**src/rtl/pwm_meter.sv**
```systemverilog
// rtl/pwm_meter.sv - PWM period / high-time / duty-cycle meter
//
// Measures an incoming PWM waveform. It reports the period and the high time
// in clk cycles, and the duty cycle in permille (0..1000). A restoring divider
// computes the duty cycle one quotient bit per cycle. A timeout flags an input
// that has stopped toggling.
//
// Ports:
//   clk        in   system clock, rising edge
//   rst        in   synchronous active-high reset
//   pwm_in     in   asynchronous PWM input
//   period     out  last measured period (clk cycles)
//   high_time  out  last measured high time (clk cycles)
//   duty       out  floor(high_time*1000/period); 0 or 1000 when stuck
//   valid      out  one-cycle pulse when period/high_time/duty update
//   stuck      out  level, no rising edge for TIMEOUT cycles
//   overrun    out  one-cycle pulse when a capture is dropped (divider busy)

module pwm_meter #(
  parameter int CNT_W   = 12,
  parameter int TIMEOUT = 4000
) (
  input  logic             clk,
  input  logic             rst,
  input  logic             pwm_in,
  output logic [CNT_W-1:0] period,
  output logic [CNT_W-1:0] high_time,
  output logic [9:0]       duty,
  output logic             valid,
  output logic             stuck,
  output logic             overrun
);

  localparam int NUM_W = CNT_W + 10;
  localparam int IT_W  = $clog2(NUM_W);
  localparam logic [IT_W-1:0]  IT_LAST = IT_W'(NUM_W - 1);
  localparam logic [CNT_W-1:0] TO_VAL  = CNT_W'(TIMEOUT);
  localparam logic [CNT_W-1:0] TO_PRE  = CNT_W'(TIMEOUT - 1);

  typedef enum logic [1:0] {S_IDLE, S_DIV, S_DONE} state_t;

  logic             s1_q, s1_d, s2_q, s2_d, s3_q, s3_d;
  logic [CNT_W-1:0] per_cnt_q, per_cnt_d, hi_cnt_q, hi_cnt_d;
  logic             armed_q, armed_d;
  state_t           state_q, state_d;
  logic [IT_W-1:0]  it_q, it_d;
  logic [CNT_W-1:0] den_q, den_d, hi_lat_q, hi_lat_d;
  logic [CNT_W-1:0] rem_q, rem_d;
  logic [NUM_W-1:0] quo_q, quo_d;
  logic [CNT_W-1:0] period_q, period_d, high_time_q, high_time_d;
  logic [9:0]       duty_q, duty_d;
  logic             valid_q, valid_d, stuck_q, stuck_d, overrun_q, overrun_d;

  logic             rise, timeout;
  logic [CNT_W:0]   trial, sub;
  logic             ge;
  logic [NUM_W-1:0] quo_next;

  always_comb begin
    s1_d        = pwm_in;
    s2_d        = s1_q;
    s3_d        = s2_q;
    per_cnt_d   = per_cnt_q;
    hi_cnt_d    = hi_cnt_q;
    armed_d     = armed_q;
    state_d     = state_q;
    it_d        = it_q;
    den_d       = den_q;
    hi_lat_d    = hi_lat_q;
    rem_d       = rem_q;
    quo_d       = quo_q;
    period_d    = period_q;
    high_time_d = high_time_q;
    duty_d      = duty_q;
    valid_d     = 1'b0;
    stuck_d     = stuck_q;
    overrun_d   = 1'b0;

    rise    = s2_q & ~s3_q;
    // One-shot: fires only on the step to TIMEOUT, after which per_cnt holds.
    timeout = ~rise && (per_cnt_q == TO_PRE);

    // The remainder stays below the denominator, so the shifted trial fits
    // in CNT_W+1 bits and the restored remainder fits back into CNT_W.
    trial    = {rem_q, quo_q[NUM_W-1]};
    sub      = trial - {1'b0, den_q};
    ge       = (trial >= {1'b0, den_q});
    quo_next = {quo_q[NUM_W-2:0], ge};

    if (rise) begin
      per_cnt_d = CNT_W'(1);
      hi_cnt_d  = CNT_W'(1);
    end else begin
      if (per_cnt_q != TO_VAL) per_cnt_d = per_cnt_q + CNT_W'(1);
      hi_cnt_d = hi_cnt_q + {{(CNT_W-1){1'b0}}, s2_q};
    end

    case (state_q)
      S_IDLE: ;
      S_DIV: begin
        rem_d = ge ? sub[CNT_W-1:0] : trial[CNT_W-1:0];
        quo_d = quo_next;
        it_d  = it_q + IT_W'(1);
        if (it_q == IT_LAST) begin
          state_d     = S_DONE;
          period_d    = den_q;
          high_time_d = hi_lat_q;
          duty_d      = quo_next[9:0];
          valid_d     = 1'b1;
          stuck_d     = 1'b0;
        end
      end
      S_DONE:  state_d = S_IDLE;
      default: state_d = S_IDLE;
    endcase

    // A rise while the divider sits in DONE is accepted: DONE only lasts one
    // cycle and the results are already in the output registers.
    if (rise) begin
      armed_d = 1'b1;
      if (armed_q) begin
        if (state_q == S_DIV) begin
          overrun_d = 1'b1;
        end else begin
          state_d  = S_DIV;
          it_d     = '0;
          den_d    = per_cnt_q;
          hi_lat_d = hi_cnt_q;
          rem_d    = '0;
          quo_d    = NUM_W'(hi_cnt_q) * NUM_W'(1000);
        end
      end
    end

    if (timeout) begin
      stuck_d     = 1'b1;
      armed_d     = 1'b0;
      period_d    = '0;
      high_time_d = '0;
      duty_d      = s2_q ? 10'd1000 : 10'd0;
      valid_d     = 1'b1;
      state_d     = S_IDLE;
    end
  end

  always_ff @(posedge clk) begin
    if (rst) begin
      s1_q        <= 1'b0;
      s2_q        <= 1'b0;
      s3_q        <= 1'b0;
      per_cnt_q   <= '0;
      hi_cnt_q    <= '0;
      armed_q     <= 1'b0;
      state_q     <= S_IDLE;
      it_q        <= '0;
      den_q       <= '0;
      hi_lat_q    <= '0;
      rem_q       <= '0;
      quo_q       <= '0;
      period_q    <= '0;
      high_time_q <= '0;
      duty_q      <= '0;
      valid_q     <= 1'b0;
      stuck_q     <= 1'b0;
      overrun_q   <= 1'b0;
    end else begin
      s1_q        <= s1_d;
      s2_q        <= s2_d;
      s3_q        <= s3_d;
      per_cnt_q   <= per_cnt_d;
      hi_cnt_q    <= hi_cnt_d;
      armed_q     <= armed_d;
      state_q     <= state_d;
      it_q        <= it_d;
      den_q       <= den_d;
      hi_lat_q    <= hi_lat_d;
      rem_q       <= rem_d;
      quo_q       <= quo_d;
      period_q    <= period_d;
      high_time_q <= high_time_d;
      duty_q      <= duty_d;
      valid_q     <= valid_d;
      stuck_q     <= stuck_d;
      overrun_q   <= overrun_d;
    end
  end

  assign period    = period_q;
  assign high_time = high_time_q;
  assign duty      = duty_q;
  assign valid     = valid_q;
  assign stuck     = stuck_q;
  assign overrun   = overrun_q;

endmodule

```
**config.mk**
```make
export PLATFORM = sky130hd
export DESIGN_NAME = pwm_meter
export DESIGN_NICKNAME = d
export VERILOG_FILES = /design/src/rtl/pwm_meter.sv
export SDC_FILE = /design/constraint.sdc
export NUM_CORES = 1
export LEC_CHECK = 0
export ABC_AREA = 1
export BUFFER_PORTS_ARGS = -buffer_cell sky130_fd_sc_hd__buf_4
export CAP_MARGIN = 20
export CORE_MARGIN = 2
export CORE_UTILIZATION = 46
export DETAILED_ROUTE_END_ITERATION = 8
export GPL_TIMING_DRIVEN = 0
export PLACE_DENSITY = 0.59
export SLEW_MARGIN = 30
export SYNTH_ARGS = -nofsm -noshare
export SYNTH_HDL_FRONTEND = slang
export SYNTH_SLANG_ARGS = --single-unit
```
**constraint.sdc**
```tcl
create_clock -name clk -period 5 [get_ports clk]
set_clock_uncertainty 0.05 [all_clocks]
set_input_delay 0.25 -clock clk [delete_from_list [all_inputs] [get_ports clk]]
set_output_delay 0.25 -clock clk [all_outputs]
set_load 0.02 [all_outputs]
```
**After elaboration in Yosys (flattened, before gate mapping)**

Index checks and enable logic that the tools add are counted.

- Register bits: 130
- Input port bits: 3
- Latch bits: 0
- ROM bits: 0
- Word-level logic and storage cells: 78
- Memories: 0
- RAM bits: 0

- Multipliers: 1
- Mux-type cells: 32
- Magnitude comparators: 1
- Div/mod/pow operators: 0
- Add/subtract/negate cells: 4
- Bitwise operators: 5
- Eq/ne operators: 4
- Reductions and logical operators: 11
- Shifts and indexed selects: 0

Operators with widths:

| kind | count |
|---|---|
| $mux W22 | 4 |
| $mux W12 | 5 |
| $mux W10 | 4 |
| $mux W5 | 4 |
| $mul A12 B7 Y19 const B | 1 |
| $ge A13 B12 Y1 | 1 |
| $add A12 B1 Y12 | 1 |
| $add A12 B1 Y12 const B | 1 |
| $eq A12 B12 Y1 const B | 1 |
| $ne A12 B12 Y1 const B | 1 |
| $sub A12 B12 Y12 | 1 |
| $mux W1 | 10 |
| $mux W2 | 4 |
| $reduce_bool A2 Y1 | 3 |
| $add A5 B1 Y5 const B | 1 |
| $eq A5 B5 Y1 const B | 1 |
| $not A1 Y1 | 4 |
| $pmux W2 S2 | 1 |
| $reduce_and A2 Y1 | 2 |
| $reduce_or A2 Y1 | 2 |
| $reduce_and A3 Y1 | 1 |
| $reduce_or A3 Y1 | 1 |
| $eq A2 B1 Y1 const B | 1 |
| $logic_not A2 Y1 | 1 |
| other kinds (2) | 2 |

**Longest topological paths before layout**

Gate-level depths: netlist of run 1.

- Word-level depth: 6
- Gate-level depth with buffers: 20
- Gate-level depth less buffers: 20

**Worst setup path before layout of run 1**

No wires, ideal clock.

- Path kind: register to register
- From: register hi_cnt_q[2]
- To: register quo_q[21]
- Clock period less this slack: 3.838 ns
- Cell stages (with the launch flop): 17
- Arrival: 3.664 ns
- Required time: 4.826 ns
- Buffers on the path: 0
- Setup slack: 1.162 ns
- Path through: dfxtp_1 > inv_1 > fa_1 > fa_1 > fa_1 > fa_1 > inv_1 > ha_1 > nand2_1 > inv_1 > nand2_1 > o21ai_0 > nand2_1 > nand2_1 > nand2_1 > nand3_1 > a21oi_1

- Cells in the longest elaborated chain, start to end: 4

Ends and longest elaborated chain:

| item | RTL line | RTL |
|---|---|---|
| start: declaration | 43 | `logic [CNT_W-1:0] per_cnt_q, per_cnt_d, hi_cnt_q, hi_cnt_d;` |
| start signal: assignment | 171 | `hi_cnt_q <= hi_cnt_d;` |
| $mul A12 B7 Y19 | 130 | `quo_d = NUM_W'(hi_cnt_q) * NUM_W'(1000);` |
| $mux W22 | 122 | `if (state_q == S_DIV) begin` |
| $mux W22 | 121 | `if (armed_q) begin` |
| $mux W22 | 119 | `if (rise) begin` |
| end signal: assignment | 178 | `quo_q <= quo_d;` |
| end: declaration | 49 | `logic [NUM_W-1:0] quo_q, quo_d;` |

No other way between the ends.
A chain may end at the register's enable or synchronous reset.

**Final worst setup path of run 1**

- From: register hi_cnt_q[2]
- To: register quo_q[17]

Same word-level chain as after synthesis.

==> run summary, run 1 <==
metal1 wirelength -> 9540 µm
fin crit share -> 86.7%
die extent in y -> 136 µm
CP endpoint kind -> flop
Post-Syn Nets -> 1147
top_reg_cell synth -> dfxtp_1
Hold-fix buffers, CTS -> 1
post-CTS sizing -> 0
RD Place Congestion -> 0.860
largest net degree at the start of global routing -> 17
router iterations before antenna repair -> 6
Max FO, Critical Path -> 6
DRT antenna net count -> 0
worst hold path startpoint -> rst
number of distinct library cells after synthesis -> 50
worst reg2reg path depth -> 15
internal reg-to-reg setup slack -> 0.67 ns
grt total ovfl -> 0
top cells by area, synth -> dfxtp_1 33%, ha_1 10%, fa_1 9.8%, nand2_1 9.6%, inv_1 7.0%
Achievable Freq -> 231 MHz
first-pass GRT wire length -> 32400 µm
Global Route Usage Sum -> 22.8%
Power Density -> 266 nW/µm²
post-synth top area share -> 32.7%
Post-synth EDFFs -> 0
I/O pin total -> 40
ratio of cells with drive above 1 in the final layout -> 11.4%
Core Util, Final -> 53.2%
Multi-input gate area -> 4580 µm²
minimum clock period -> 4.33 ns
Top Layer Used -> met4
initial antenna violation count -> 0
antenna cell count -> 0
Avg Synthesized Cell Area -> 7.65 µm²
number of I/O port buffers -> 38
Via density -> 5.03
DRT iter0 DRCs -> 384
Hold Path Class -> input port to flop
synth warn -> 0
Core Area -> 17100 µm²
fraction of registers with async set/reset -> 0%
DRC Markers -> 0
WHS Endpoint -> quo_q[7]
Max Cap Viol -> 0
Critical Path AT -> 4.64 ns
Area growth syn-to-layout -> 14.4%
fin nets -> 1205
final setup margin -> 0.666 ns
CTS tree -> built
fin. max-slew vios -> 0
Hold Path Cell Cnt -> 2
peak supply drop -> 0.266 mV
Seq/Total Area, Yosys -> 32.7%
RR Startpoint -> hi_cnt_q[2]
Mapped Area -> 7970 µm²
Rel. slew slack -> 42.6%
Setup WS pre-CTS -> 0.665 ns
Rows -> 48
Pleak -> 4.14 nW
Vias -> 6719
Synth Instances -> 1041
WL met3 -> 540 µm
die width -> 136 µm
met2 WL post-DR -> 9330 µm
Max Buffers Root-to-Sink -> 2
final setup violation count -> 0
FF+latch area -> 2600 µm²
crit start category -> flop
CP required -> 5.31 ns
reg2reg end -> quo_q[17]
CTS Buf Count -> 17
Pwr Total -> 0.00243 W
Total Die Area -> 18400 µm²
setup TNS -> 0 ns
WL final -> 19800 µm
run status -> finished, final reports clean
Setup CP Type -> flop to flop
buffer type at the clock tree root -> clkbuf_16
Fin Hold WS -> 0.238 ns
CTS clk-pin slew, worst paths -> 0.06 ns
flops & latches, synth -> 130
vias in the first global route -> 6328
Clock Sink Count -> 130
Final Hold Fails -> 0
RSZ-0062 raised after global routing -> no
Synth area leader -> dfxtp_1
Slew @ Worst Pin -> 0.858 ns
detailed placement HPWL -> 15200 µm
clock latency on the worst-skew pair -> 0.43 ns
# H-tree levels -> 4
setup bufs post-CTS -> 0
Starting Density -> 46.5%
DR WL/cell -> 14.8 µm
fillcell total -> 1701
[stage by stage]
stage               area (µm²)  instances
finish                    9110       1337
global placement          8530       1304
floorplan                 7970       1041
CTS                       9110       1337
detailed placement        8530       1304
global route              9110       1337
[layout make-up]
type | count | share of cell area, %
Clock buffer | 19 | 4.86
Inverter | 155 | 6.52
Timing Repair Buffer | 39 | 3.24
Tap cell | 225 | 3.09
Clock inverter | 13 | 1.39
Buffer | 33 | 2.09
Sequential cell | 130 | 28.6
Multi-Input combinational cell | 723 | 50.3
[layout by cell type, fill, tap and decap left out, types with 5 or more instances in the layout]
cell | Yosys | routed
dfxtp_1 | 130 | 130
nand3_1 | 45 | 45
nor3_1 | 9 | 9
ha_1 | 64 | 64
nand3b_1 | 5 | 5
fa_1 | 39 | 39
a211oi_1 | 6 | 6
o21ai_0 | 60 | 60
clkbuf_1 | 10 | 11
xor2_1 | 14 | 14
buf_4 | 4 | 42
nor2_1 | 97 | 97
a21oi_1 | 107 | 107
nand2_2 | 7 | 7
clkbuf_16 | 0 | 17
inv_1 | 148 | 148
o21ai_1 | 5 | 5
buf_2 | 14 | 14
a31oi_1 | 9 | 9
nand2_1 | 204 | 204
nand4_1 | 8 | 8
[where the power goes]
| part | total [W] | internal, W | switching, W |
|---|---|---|---|
| combinational | 0.000151 | 0.0000513 | 0.0000993 |
| sequential | 0.00106 | 0.00105 | 0.0000101 |
| clock | 0.00122 | 0.000704 | 0.000516 |
[registers in the layout, summed over array words and instances, names as in the netlist, 2 cells and up]
signal     flops
den_q         12
duty          10
hi_cnt_q      12
hi_lat_q      12
high_time     12
it_q           5
per_cnt_q     12
period        12
quo_q         22
rem_q         12
state_q        2
[cell usage after synthesis, types with 3 or more instances]
cell type	count
dfxtp_1	130
clkbuf_1	10
ha_1	64
nor2_2	3
nand2_2	7
a31oi_1	9
nand2_1	204
xnor2_1	4
fa_1	39
nor3_2	4
buf_2	14
buf_4	4
a211oi_1	6
o31ai_1	3
nor3_1	9
o21bai_1	4
inv_1	148
xor2_1	14
o21ai_0	60
nand3_1	45
inv_2	4
nor2_1	97
buf_6	3
or2_2	4
nand4_1	8
o21ai_1	5
nand3b_1	5
a21oi_1	107
[cells by family (layout without fill, tap and decap cells)]
kind of cell / after synthesis / after routing / synth area share [%]
buf+inv: 188 / 259 / 9.85
compound gates: 205 / 205 / 14.1
simple gates: 396 / 396 / 21.4
mux: 1 / 1 / 0.126
fa+ha+maj: 103 / 103 / 19.8
flops: 130 / 130 / 32.7
xor+xnor: 18 / 18 / 1.98
[critical path, stage by stage (launching register included)]
cell,delay (ns)
dfxtp_1,0.48
inv_1,0.18
fa_1,0.59
fa_1,0.44
fa_1,0.49
fa_1,0.51
inv_1,0.04
ha_1,0.35
nand2_1,0.09
inv_1,0.08
nand2_1,0.05
o21ai_0,0.42
nand2_1,0.14
nand3b_1,0.11
nand3_1,0.10
a21oi_1,0.14
[worst max-delay path by stage]
stage / from / endpoint / slack (ns) / cells after the start
after CTS: hi_cnt_q[2] / quo_q[21] / 0.65 / 15
after detailed placement: hi_cnt_q[2] / quo_q[17] / 0.66 / 15
after global placement: hi_cnt_q[2] / quo_q[21] / 0.72 / 15
after floorplan: hi_cnt_q[2] / quo_q[21] / 1.16 / 16
after global routing: hi_cnt_q[2] / quo_q[21] / 0.27 / 15
final: hi_cnt_q[2] / quo_q[17] / 0.67 / 15
[per-layer routing]
metal	vias to the layer above	global-route usage, %
met4	0	7.06
met2	98	38.4
met5	-	0
li1	3487	-
met1	3113	30.1
met3	21	3.59
No activity file was read; power rests on OpenSTA's default activity.
==> inputs of run 2 (changes only) <==
- GPL_TIMING_DRIVEN: 0 -> not set
==> run summary, run 2 (same netlist as run 1, synthesis figures left out) <==
cell mode on critical path -> fa_1 (unchanged)
max reg flops -> 22 (unchanged)
vias in the first global route -> 6265 (was 6328)
CTS clk-pin slew, worst paths -> 0.06 ns (about the same)
grt total ovfl -> 0 (unchanged)
Hold Path Class -> input port to flop (unchanged)
I/O pin total -> 40 (unchanged)
Top reg by flops -> quo_q (unchanged)
RSZ-0062 raised after global routing -> no (unchanged)
# H-tree levels -> 4 (unchanged)
crit start category -> flop (unchanged)
final setup violation count -> 0 (unchanged)
router iterations before antenna repair -> 5 (was 6)
Total Die Area -> 18400 µm² (unchanged)
fin crit share -> 82.1% (was 86.7%)
CTS Buf Count -> 17 (unchanged)
ratio of cells with drive above 1 in the final layout -> 10.1% (was 11.4%)
Core Area -> 17100 µm² (unchanged)
Global Route Usage Sum -> 21.9% (was 22.8%)
Slew @ Worst Pin -> 0.895 ns (was 0.858 ns)
clock power share -> 51.9% (was 50.2%)
largest net degree at the start of global routing -> 44 (was 17)
Achievable Freq -> 244 MHz (was 231 MHz)
Max FO, Critical Path -> 6 (unchanged)
die extent in y -> 136 µm (unchanged)
sequential share of power -> 42.3% (was 43.6%)
buffer type at the clock tree root -> clkbuf_16 (unchanged)
initial antenna violation count -> 0 (unchanged)
fin nets -> 1177 (was 1205)
commonest cells after routing, fill and taps aside -> 204 x nand2_1, 148 x inv_1, 130 x dfxtp_1 (unchanged)
CTS tree -> built (unchanged)
Via density -> 5.03 (about the same)
detailed placement HPWL -> 13800 µm (was 15200 µm)
CP endpoint kind -> flop (unchanged)
combinational power share -> 5.8% (was 6.2%)
Starting Density -> 46.5% (unchanged)
dpl cells -> 1276 (was 1304)
Max Buffers Root-to-Sink -> 2 (unchanged)
DR WL/cell -> 14.4 µm (was 14.8 µm)
Sw Share -> 23.7% (was 25.7%)
die width -> 136 µm (unchanged)
Internal Power -> 0.00191 W (was 0.00180 W)
Area growth syn-to-layout -> 13.0% (was 14.4%)
minimum clock period -> 4.11 ns (was 4.33 ns)
DRT iter0 DRCs -> 432 (was 384)
RD Place Congestion -> 0.871 (was 0.860)
Max Cap Viol -> 0 (unchanged)
Rel. slew slack -> 40.3% (was 42.6%)
Power Density -> 278 nW/µm² (was 266 nW/µm²)
Sw Pwr -> 0.000592 W (was 0.000625 W)
commonest non-fill, non-tap cell in the layout -> nand2_1 (unchanged)
Clock Sink Count -> 130 (unchanged)
peak supply drop -> 0.269 mV (was 0.266 mV)
CP required -> 5.30 ns (was 5.31 ns)
slowest CP cell -> fa_1 (unchanged)
setup bufs post-CTS -> 0 (unchanged)
Setup CP Type -> flop to flop (unchanged)
fin. max-slew vios -> 0 (unchanged)
Critical Path AT -> 4.41 ns (was 4.64 ns)
WL final -> 18800 µm (was 19800 µm)
Final Hold Fails -> 0 (unchanged)
first-pass GRT wire length -> 31600 µm (was 32400 µm)
DRC Markers -> 0 (unchanged)
clock latency on the worst-skew pair -> 0.42 ns (was 0.43 ns)
number of I/O port buffers -> 39 (was 38)
Pleak -> 4.06 nW (was 4.14 nW)
setup TNS -> 0 ns (unchanged)
antenna cell count -> 0 (unchanged)
DRT antenna net count -> 0 (unchanged)
run status -> finished, final reports clean (unchanged)
Largest stage delay, worst path -> 0.59 ns (about the same)
Rows -> 48 (unchanged)
Vias -> 6577 (was 6719)
post-layout instance count excluding filler cells -> 1308 (was 1337)
crit-path cells -> inv_1 > fa_1 > fa_1 > fa_1 > fa_1 > inv_1 > ha_1 > nand2_1 > inv_1 > nand2_1 > o21ai_0 > nand2_1 > nand3_1 > nand3_1 > a21oi_1 (was inv_1 > fa_1 > fa_1 > fa_1 > fa_1 > inv_1 > ha_1 > nand2_1 > inv_1 > nand2_1 > o21ai_0 > nand2_1 > nand3b_1 > nand3_1 > a21oi_1)
==> run 2: changes by cell type in the layout (fill, tap and decap cells not counted), sizes merged <==
cell / before / now
inv: 158 / 157
bufinv: 1 / 3
clkinv: 6 / 3
clkbuf: 29 / 20
buf: 61 / 43
==> run 2: cell type report <==
type,instances,area [µm²]
Fill cell,1685,8120
Multi-Input combinational cell,723,4580
Tap cell,225,282
Sequential cell,130,2600
Clock buffer,20,457
Timing Repair Buffer,44,333
Inverter,155,594
Clock inverter,11,153
==> run 2: worst paths after layout <==
path,slack (ns),to,start,cells after the start
worst min register to register,0.35,s2_q,s1_q,2
worst max register to register,0.89,quo_q[21],hi_cnt_q[3],15
worst max-delay path,0.89,quo_q[21],hi_cnt_q[3],15
worst min-delay path,0.16,valid,rst,2
==> run 2: critical path, delay by kind of cell, from the launching register on <==
| kind | cells | cell delay (ns) |
|---|---|---|
| compound gates | 2 | 0.46 |
| simple gates | 5 | 0.46 |
| fa+ha+maj | 5 | 2.40 |
| flops | 1 | 0.40 |
| buf+inv | 3 | 0.28 |
==> run 2: power by group through the flow <==
| stage | Clock (W) | Combinational [W] | Sequential, W |
|---|---|---|---|
| after floorplan | 0 | 0.000112 | 0.00108 |
| after global placement | 0 | 0.000143 | 0.00108 |
| after detailed placement | 0 | 0.000142 | 0.00108 |
| after CTS | 0.00132 | 0.000144 | 0.00106 |
| after global routing | 0.00137 | 0.000164 | 0.00106 |
| final | 0.00130 | 0.000144 | 0.00106 |
==> run 2: per-stage QoR <==
| step | total power (W) | area (µm²) | utilization (%) | setup slack (ns) | hold WS (ns) |
|---|---|---|---|---|---|
| after floorplan | 0.00119 | 7970 | - | 1.16 | 0.307 |
| after global placement | 0.00122 | 8380 | 49.0 | 0.900 | 0.340 |
| after detailed placement | 0.00122 | 8380 | 49.0 | 0.851 | 0.344 |
| after CTS | 0.00252 | 9000 | 52.6 | 0.836 | 0.144 |
| after global routing | 0.00259 | 9000 | 52.6 | 0.506 | 0.158 |
| final | 0.00250 | 9000 | 52.6 | 0.894 | 0.159 |
==> run 2: routing by layer <==
metal  routed length [µm]  track usage [%]
met1                 9350             30.5
met2                 8490             34.7
met3                  704             4.53
met4                  259             5.96
met5                    0                0
==> run 2: timing repair <==
action                                  in CTS  in global routing
hold buffers                                 1                  0
endpoints found under the hold margin        1                  0
endpoints found under the setup margin       0                  0
gates resized for setup                      0                  0
